[src/rtl/timestamp_capture.sv]
// Event timestamp capture: synchronizes an async event line, tags each rising
// edge with {epoch, count} and queues it in a first-word-fall-through FIFO.
module timestamp_capture #(
    parameter int DEPTH   = 4,
    parameter int EPOCH_W = 4
) (
    input  logic                 clk,
    input  logic                 rst,
    input  logic [7:0]           count,
    input  logic                 event_in,
    input  logic                 ts_ready,
    input  logic                 clear_ovf,
    output logic [EPOCH_W+7:0]   ts_data,
    output logic                 ts_valid,
    output logic [$clog2(DEPTH):0] level,
    output logic                 overflow,
    output logic [7:0]           drop_cnt
);

    localparam int AW = $clog2(DEPTH);
    localparam int LW = AW + 1;

    logic               sync1, sync2, sync3;
    logic [7:0]         prev_count;
    logic [EPOCH_W-1:0] epoch, epoch_next;
    logic [EPOCH_W+7:0] mem [DEPTH];
    logic [AW-1:0]      wptr, rptr;
    logic               wrap, push, pop, full, accept, drop;

    assign wrap       = (prev_count == 8'hFF) && (count == 8'h00);
    assign epoch_next = epoch + EPOCH_W'(wrap);
    assign push       = sync2 & ~sync3;
    assign ts_valid   = (level != '0);
    assign full       = (level == LW'(DEPTH));
    assign pop        = ts_valid & ts_ready;
    // A full FIFO still accepts a push when the head leaves in the same cycle
    assign accept     = push & (~full | pop);
    assign drop       = push & full & ~pop;
    assign ts_data    = ts_valid ? mem[rptr] : '0;

    always_ff @(posedge clk or posedge rst) begin
        if (rst) begin
            sync1      <= 1'b0;
            sync2      <= 1'b0;
            sync3      <= 1'b0;
            prev_count <= 8'h00;
            epoch      <= '0;
        end else begin
            sync1      <= event_in;
            sync2      <= sync1;
            sync3      <= sync2;
            prev_count <= count;
            epoch      <= epoch_next;
        end
    end

    always_ff @(posedge clk) begin
        if (accept) begin
            mem[wptr] <= {epoch_next, count};
        end
    end

    always_ff @(posedge clk or posedge rst) begin
        if (rst) begin
            wptr  <= '0;
            rptr  <= '0;
            level <= '0;
        end else begin
            if (accept) wptr <= wptr + AW'(1);
            if (pop)    rptr <= rptr + AW'(1);
            unique case ({accept, pop})
                2'b10:   level <= level + LW'(1);
                2'b01:   level <= level - LW'(1);
                default: level <= level;
            endcase
        end
    end

    // A drop in the same cycle as a clear survives as the first new drop
    always_ff @(posedge clk or posedge rst) begin
        if (rst) begin
            overflow <= 1'b0;
            drop_cnt <= 8'h00;
        end else if (clear_ovf) begin
            overflow <= drop;
            drop_cnt <= drop ? 8'h01 : 8'h00;
        end else if (drop) begin
            overflow <= 1'b1;
            if (drop_cnt != 8'hFF) drop_cnt <= drop_cnt + 8'h01;
        end
    end

endmodule
[config.mk]
export PLATFORM = sky130hd
export DESIGN_NAME = timestamp_capture
export DESIGN_NICKNAME = d
export VERILOG_FILES = /design/src/rtl/timestamp_capture.sv
export SDC_FILE = /design/constraint.sdc
export NUM_CORES = 1
export LEC_CHECK = 0
export ABC_AREA = 0
export ABC_CLOCK_PERIOD_IN_PS = 6050
export CAP_MARGIN = 20
export CORE_MARGIN = 5
export CORE_UTILIZATION = 51
export CTS_BUF_LIST = sky130_fd_sc_hd__clkbuf_4 sky130_fd_sc_hd__clkbuf_8 sky130_fd_sc_hd__clkbuf_16
export DETAILED_ROUTE_END_ITERATION = 16
export PLACE_DENSITY = 0.78
export SLEW_MARGIN = 25
export SYNTH_ARGS = -nofsm -noshare
export SYNTH_HDL_FRONTEND = slang
export SYNTH_SLANG_ARGS = --single-unit
[constraint.sdc]
create_clock -name clk -period 6.05 [get_ports clk]
set_input_delay 1.815 -clock clk [delete_from_list [all_inputs] [get_ports clk]]
set_output_delay 1.815 -clock clk [all_outputs]
set_load 0.02 [all_outputs]
[After elaboration in Yosys (flattened, before gate mapping)]
Memories as Yosys holds them, arrays and structs flattened.
Index checks and enable logic that the tools add are counted.
Storage, ports and cells
  register bits after elaboration: 31
  memory bits (writable): 48
  output and inout port bits: 25
  memories kept: 1
Operators by class
  add/sub/neg operators: 6
  equality and inequality tests: 5
  mux-type cells: 10
  bitwise operators: 9
  reductions and logical operators: 7
Memories
  mem: depth 4, bits a word 12, rd ports 1, clocked after memory_dff 0, wr ports 1, line 26  | logic [EPOCH_W+7:0] mem [DEPTH];
Operator list (count)
  8-bit two-way mux: 3
  12-bit two-way mux: 1
  8-bit by 1-bit adder with 8-bit output, second input constant: 1
  8-bit equality test, second input constant: 1
  8-bit zero test: 1
  8-bit != test, second input constant: 1
  3-bit one-hot mux with 2 select lines: 1
  2-bit nonzero test: 3
  1-bit bitwise AND: 5
  1-bit two-way mux: 5
  2-bit by 1-bit adder with 2-bit output, second input constant: 2
  4-bit by 1-bit adder with 4-bit output: 1
  3-bit by 1-bit adder with 3-bit output, second input constant: 1
  3-bit equality test, second input constant: 1
  1-bit NOT: 3
  3-bit nonzero test: 1
  3-bit by 1-bit subtractor with 3-bit output, second input constant: 1
  2-bit by 1-bit equality test with 1-bit output, second input constant: 1
  2-bit equality test, second input constant: 1
  2-bit AND reduction: 1
  1-bit logical AND: 1
  1-bit bitwise OR: 1

[Logic depth before layout (Yosys ltp)]
  depth in word-level cells: 6
  mapped depth: 9
  depth with buffers taken out: 9

[Worst setup path after synthesis]
Ideal clock, no wire load.
  path kind: flip-flop to output port
  from: reg rptr[0]
  to: out ts_data[10]
  data arrival time: 1.634 ns
  required time: 4.235 ns
  setup slack: 2.601 ns
  stages on the path, launching flop included: 5
  path buffers: 2
  cell sequence: dfrtp_1 clkbuf_1 buf_2 mux4_2 and2_1
On the way
  word-level cells in the longest chain between the ends: 2
Ends and longest elaborated chain
  start, declared: line 27  | logic [AW-1:0] wptr, rptr;
  start signal, assigned: line 70  | if (pop) rptr <= rptr + AW'(1);
  memory 4 x 12 bit
  12-bit two-way mux: line 39  | assign ts_data = ts_valid ? mem[rptr] : '0;
  end, declared: line 13  | output logic [EPOCH_W+7:0] ts_data,
No other way between the ends.

[Final worst setup path]
  from: reg rptr[0]
  to: out ts_data[5]
The elaborated chain is that of the path after synthesis.

==> results.cfg <==
[clocking]
cts_tree = yes
clkTransAtPathRegs_ns = 0.07
cts_setup_buffers = 0
clock_path_buffers = 2
clock_sinks = 79
clock-root-buffer = clkbuf_8
postCtsHoldBufs = 0
clk_latency_ns = 0.34
h-tree-depth = 3
cts_made_buffers = 9
cts_resized = 0

[hold_path]
hold_path_depth = 0
whs_endpoint = sync2$_DFF_PP0_
min_path_type = flop to flop
worstHoldStart = sync1$_DFF_PP0_

[synth]
netlist_top_cells_area = edfxtp_1, dfrtp_1, mux4_2, and2_1, ha_1
yosysSeqAreaShare_pct = 70.12
synth_top_flop_cell = edfxtp_1
synthTopCellsByCount = edfxtp_1, dfrtp_1, and2_1
synth_cell_type_count = 34
synth_top_family_by_area = simple AND/OR/NAND/NOR gates
synth_edf_count = 48
synthMuxAreaShare_pct = 9.220
synth_top_area_cell = edfxtp_1
synthCells = 193
synth_top_area_share_pct = 45.59
async_reset_ff_share_pct = 39.24
syn_area_per_cell_um2 = 16.38
syn_nets = 215
synthAdderAreaFrac_pct = 3.799
synth_simple_gate_area_share_pct = 9.774
syn_area_um2 = 3162
synth_xor_area_share_pct = 2.216
synth-compound-area-share_pct = 3.008
synthMostInstantiatedCell = edfxtp_1
ys_ff_latch = 79
yosysWarnings = 0

[timing]
holdWs_ns = 0.3566
fin_tns_setup_ns = 0
setup_viol = 0
worstMarginPinSlew_ns = 0.8236
hold_viol = 0
skew_ns = 0.01386
period_minus_slack_ns = 4.334
max-slew-margin-rel_pct = 45.10
rsz0062_at_grt = no
clock.fmax_mhz = 230.7
drv_slew = 0
setup_slack_ns = 1.716
fin_crit_sh_pct = 71.64

[global_routing]
use_met2_pct = 25.03
grt-busiest-layer = met2
use_met1_pct = 20.96
grt_start_max_net_pins = 32
grt_pass1_wl_um = 9045
antenna_found_initial = 0
grtUsageTotal_pct = 15.77
grt_overflow = 0
grtUsageMet3_pct = 3.818
first_global_vias = 1727

[floorplanning]
die_x_um = 88.74
pin_count = 38
start_util_pct = 52.78
fp.dieH_um = 88.74
rows = 28
coreArea_um2 = 5991
dieArea_um2 = 7874

[final_layout]
fin_nets = 258
fillers = 428
instances_no_fill = 316
final_util_pct = 63.99
syn2layout_area_growth_pct = 21.25
antenna_cells = 0
final_layout_size_suffix_gt1_share_pct = 12.86

[power_and_ir_drop]
power_frac_seq_pct = 43.7
switching_power_mw = 0.4810
power_frac_comb_pct = 29.8
power.leakage_nw = 1.421
ir_drop_mv = 0.2259
switching_share_pct = 29.69
pwr-share-clk_pct = 26.5
power.density_nw_per_um2 = 422.5
p_int_mw = 1.139

[placed_design]
gp_congestion = 0.7480
dp_hpwl_um = 3649
portBuffers = 37
placed_cells_incl_taps = 300
place_ws_ns = 1.945

[setup_path]
worstSetupStartpointType = flop
worstPathRequired_ns = 4.24
reg2reg_slack_ns = 3.77
worstSetupEndpointType = primary output
arrival_ns = 2.52
reg2reg_depth = 9
r2r_start = level[2]$_DFFE_PP0P_
crit_type = flop to primary output
crit_path_max_fanout = 14
worstReg2RegEnd = level[2]$_DFFE_PP0P_

[detailed_routing]
wl_per_cell_um = 17.13
dr.pass1.iters = 4
routed_via_density = 5.427
drc = 0
ant_nets = 0
postRouteWirelength_um = 5414
num_vias = 1715
drt_iter0_drc = 107

[outcome]
status = completed

[flow_run]
drv_cap = 0
-- how the worst max path moves through the flow --
stage / from / endpoint / slack (ns) / cells past startpoint
global route: rptr[0]$_DFFE_PP0P_ / ts_data[10] / 1.54 / 3
finish: rptr[0]$_DFFE_PP0P_ / ts_data[5] / 1.72 / 3
floorplan: rptr[0]$_DFFE_PP0P_ / ts_data[10] / 2.60 / 4
CTS: rptr[0]$_DFFE_PP0P_ / ts_data[5] / 1.64 / 3
global placement: ts_ready / level[2]$_DFFE_PP0P_ / 1.96 / 10
detailed placement: ts_ready / mem[0][7]$_DFFE_PP_ / 1.95 / 4
-- layout make-up --
class | instances | area [um2] | area share (%)
well taps | 75 | 93.84 | 2.448
flip-flops and latches | 79 | 2217 | 57.83
multi-input cells | 99 | 885.9 | 23.11
clock inverters | 6 | 93.84 | 2.448
repair buffers | 38 | 377.9 | 9.856
inverters | 9 | 33.78 | 0.8812
clock buffers | 10 | 131.4 | 3.427
-- placed cells by master, fill, tap and decap left out, types with 2 or more instances in the layout --
cell type        Yosys  final
nand2_1              6      6
xor2_1               4      4
a21oi_1              8      8
xnor2_1              4      4
inv_1                9      9
nand3_1              6      6
bufinv_16            0      2
nor2_1               4      4
dfrtp_1             31     31
nor3_1               3      3
nor4_1               3      3
clkbuf_8             0      9
and2_1              17     17
o21ai_0              3      3
ha_1                 8      8
clkinv_4             0      2
mux4_2              12     12
or4_1                3      3
clkdlybuf4s50_1      0     37
or3_1                2      2
o31ai_1              2      2
edfxtp_1            48     48
nand4_1              2      2
-- stage by stage --
step	cell area, um2	power, mW
after floorplan	3162	1.012
after global placement	3608	1.200
after detailed placement	3608	1.214
after CTS	3834	1.639
after global routing	3834	1.710
final	3834	1.620
-- power groups by stage --
| stage | logic (mW) | clock network, mW | registers [mW] |
|---|---|---|---|
| after floorplan | 0.327 | 0 | 0.686 |
| after global placement | 0.482 | 0 | 0.718 |
| after detailed placement | 0.491 | 0 | 0.723 |
| after CTS | 0.492 | 0.435 | 0.712 |
| after global routing | 0.523 | 0.466 | 0.722 |
| final | 0.483 | 0.430 | 0.707 |
-- per-layer routing --
| metal | vias up | wire (um) |
|---|---|---|
| li1 | 812 | - |
| met1 | 867 | 2422 |
| met2 | 29 | 2710 |
| met3 | 7 | 211 |
| met4 | 0 | 70 |
| met5 | - | 0 |
-- worst max-delay path, stage by stage, from the launching register on --
cell and delay (ns):
dfrtp_1 0.88, mux4_2 0.59, and2_1 0.18, clkdlybuf4s50_1 0.53
-- logic make-up (layout without fill, tap and decap cells) --
family | Yosys count | after routing
buf+inv | 15 | 63
simple gates | 52 | 52
flops | 79 | 79
compound gates | 16 | 16
mux | 14 | 14
xor+xnor | 8 | 8
fa+ha+maj | 9 | 9
-- registers in the layout (all words and copies together) (netlist names) --
| register | flops |
|---|---|
| wptr | 2 |
| sync2 | 1 |
| sync1 | 1 |
| drop_cnt | 8 |
| epoch | 4 |
| prev_count | 8 |
| overflow | 1 |
| sync3 | 1 |
| level | 3 |
| rptr | 2 |
| mem | 48 |
Power figures use the tool's default switching activity.
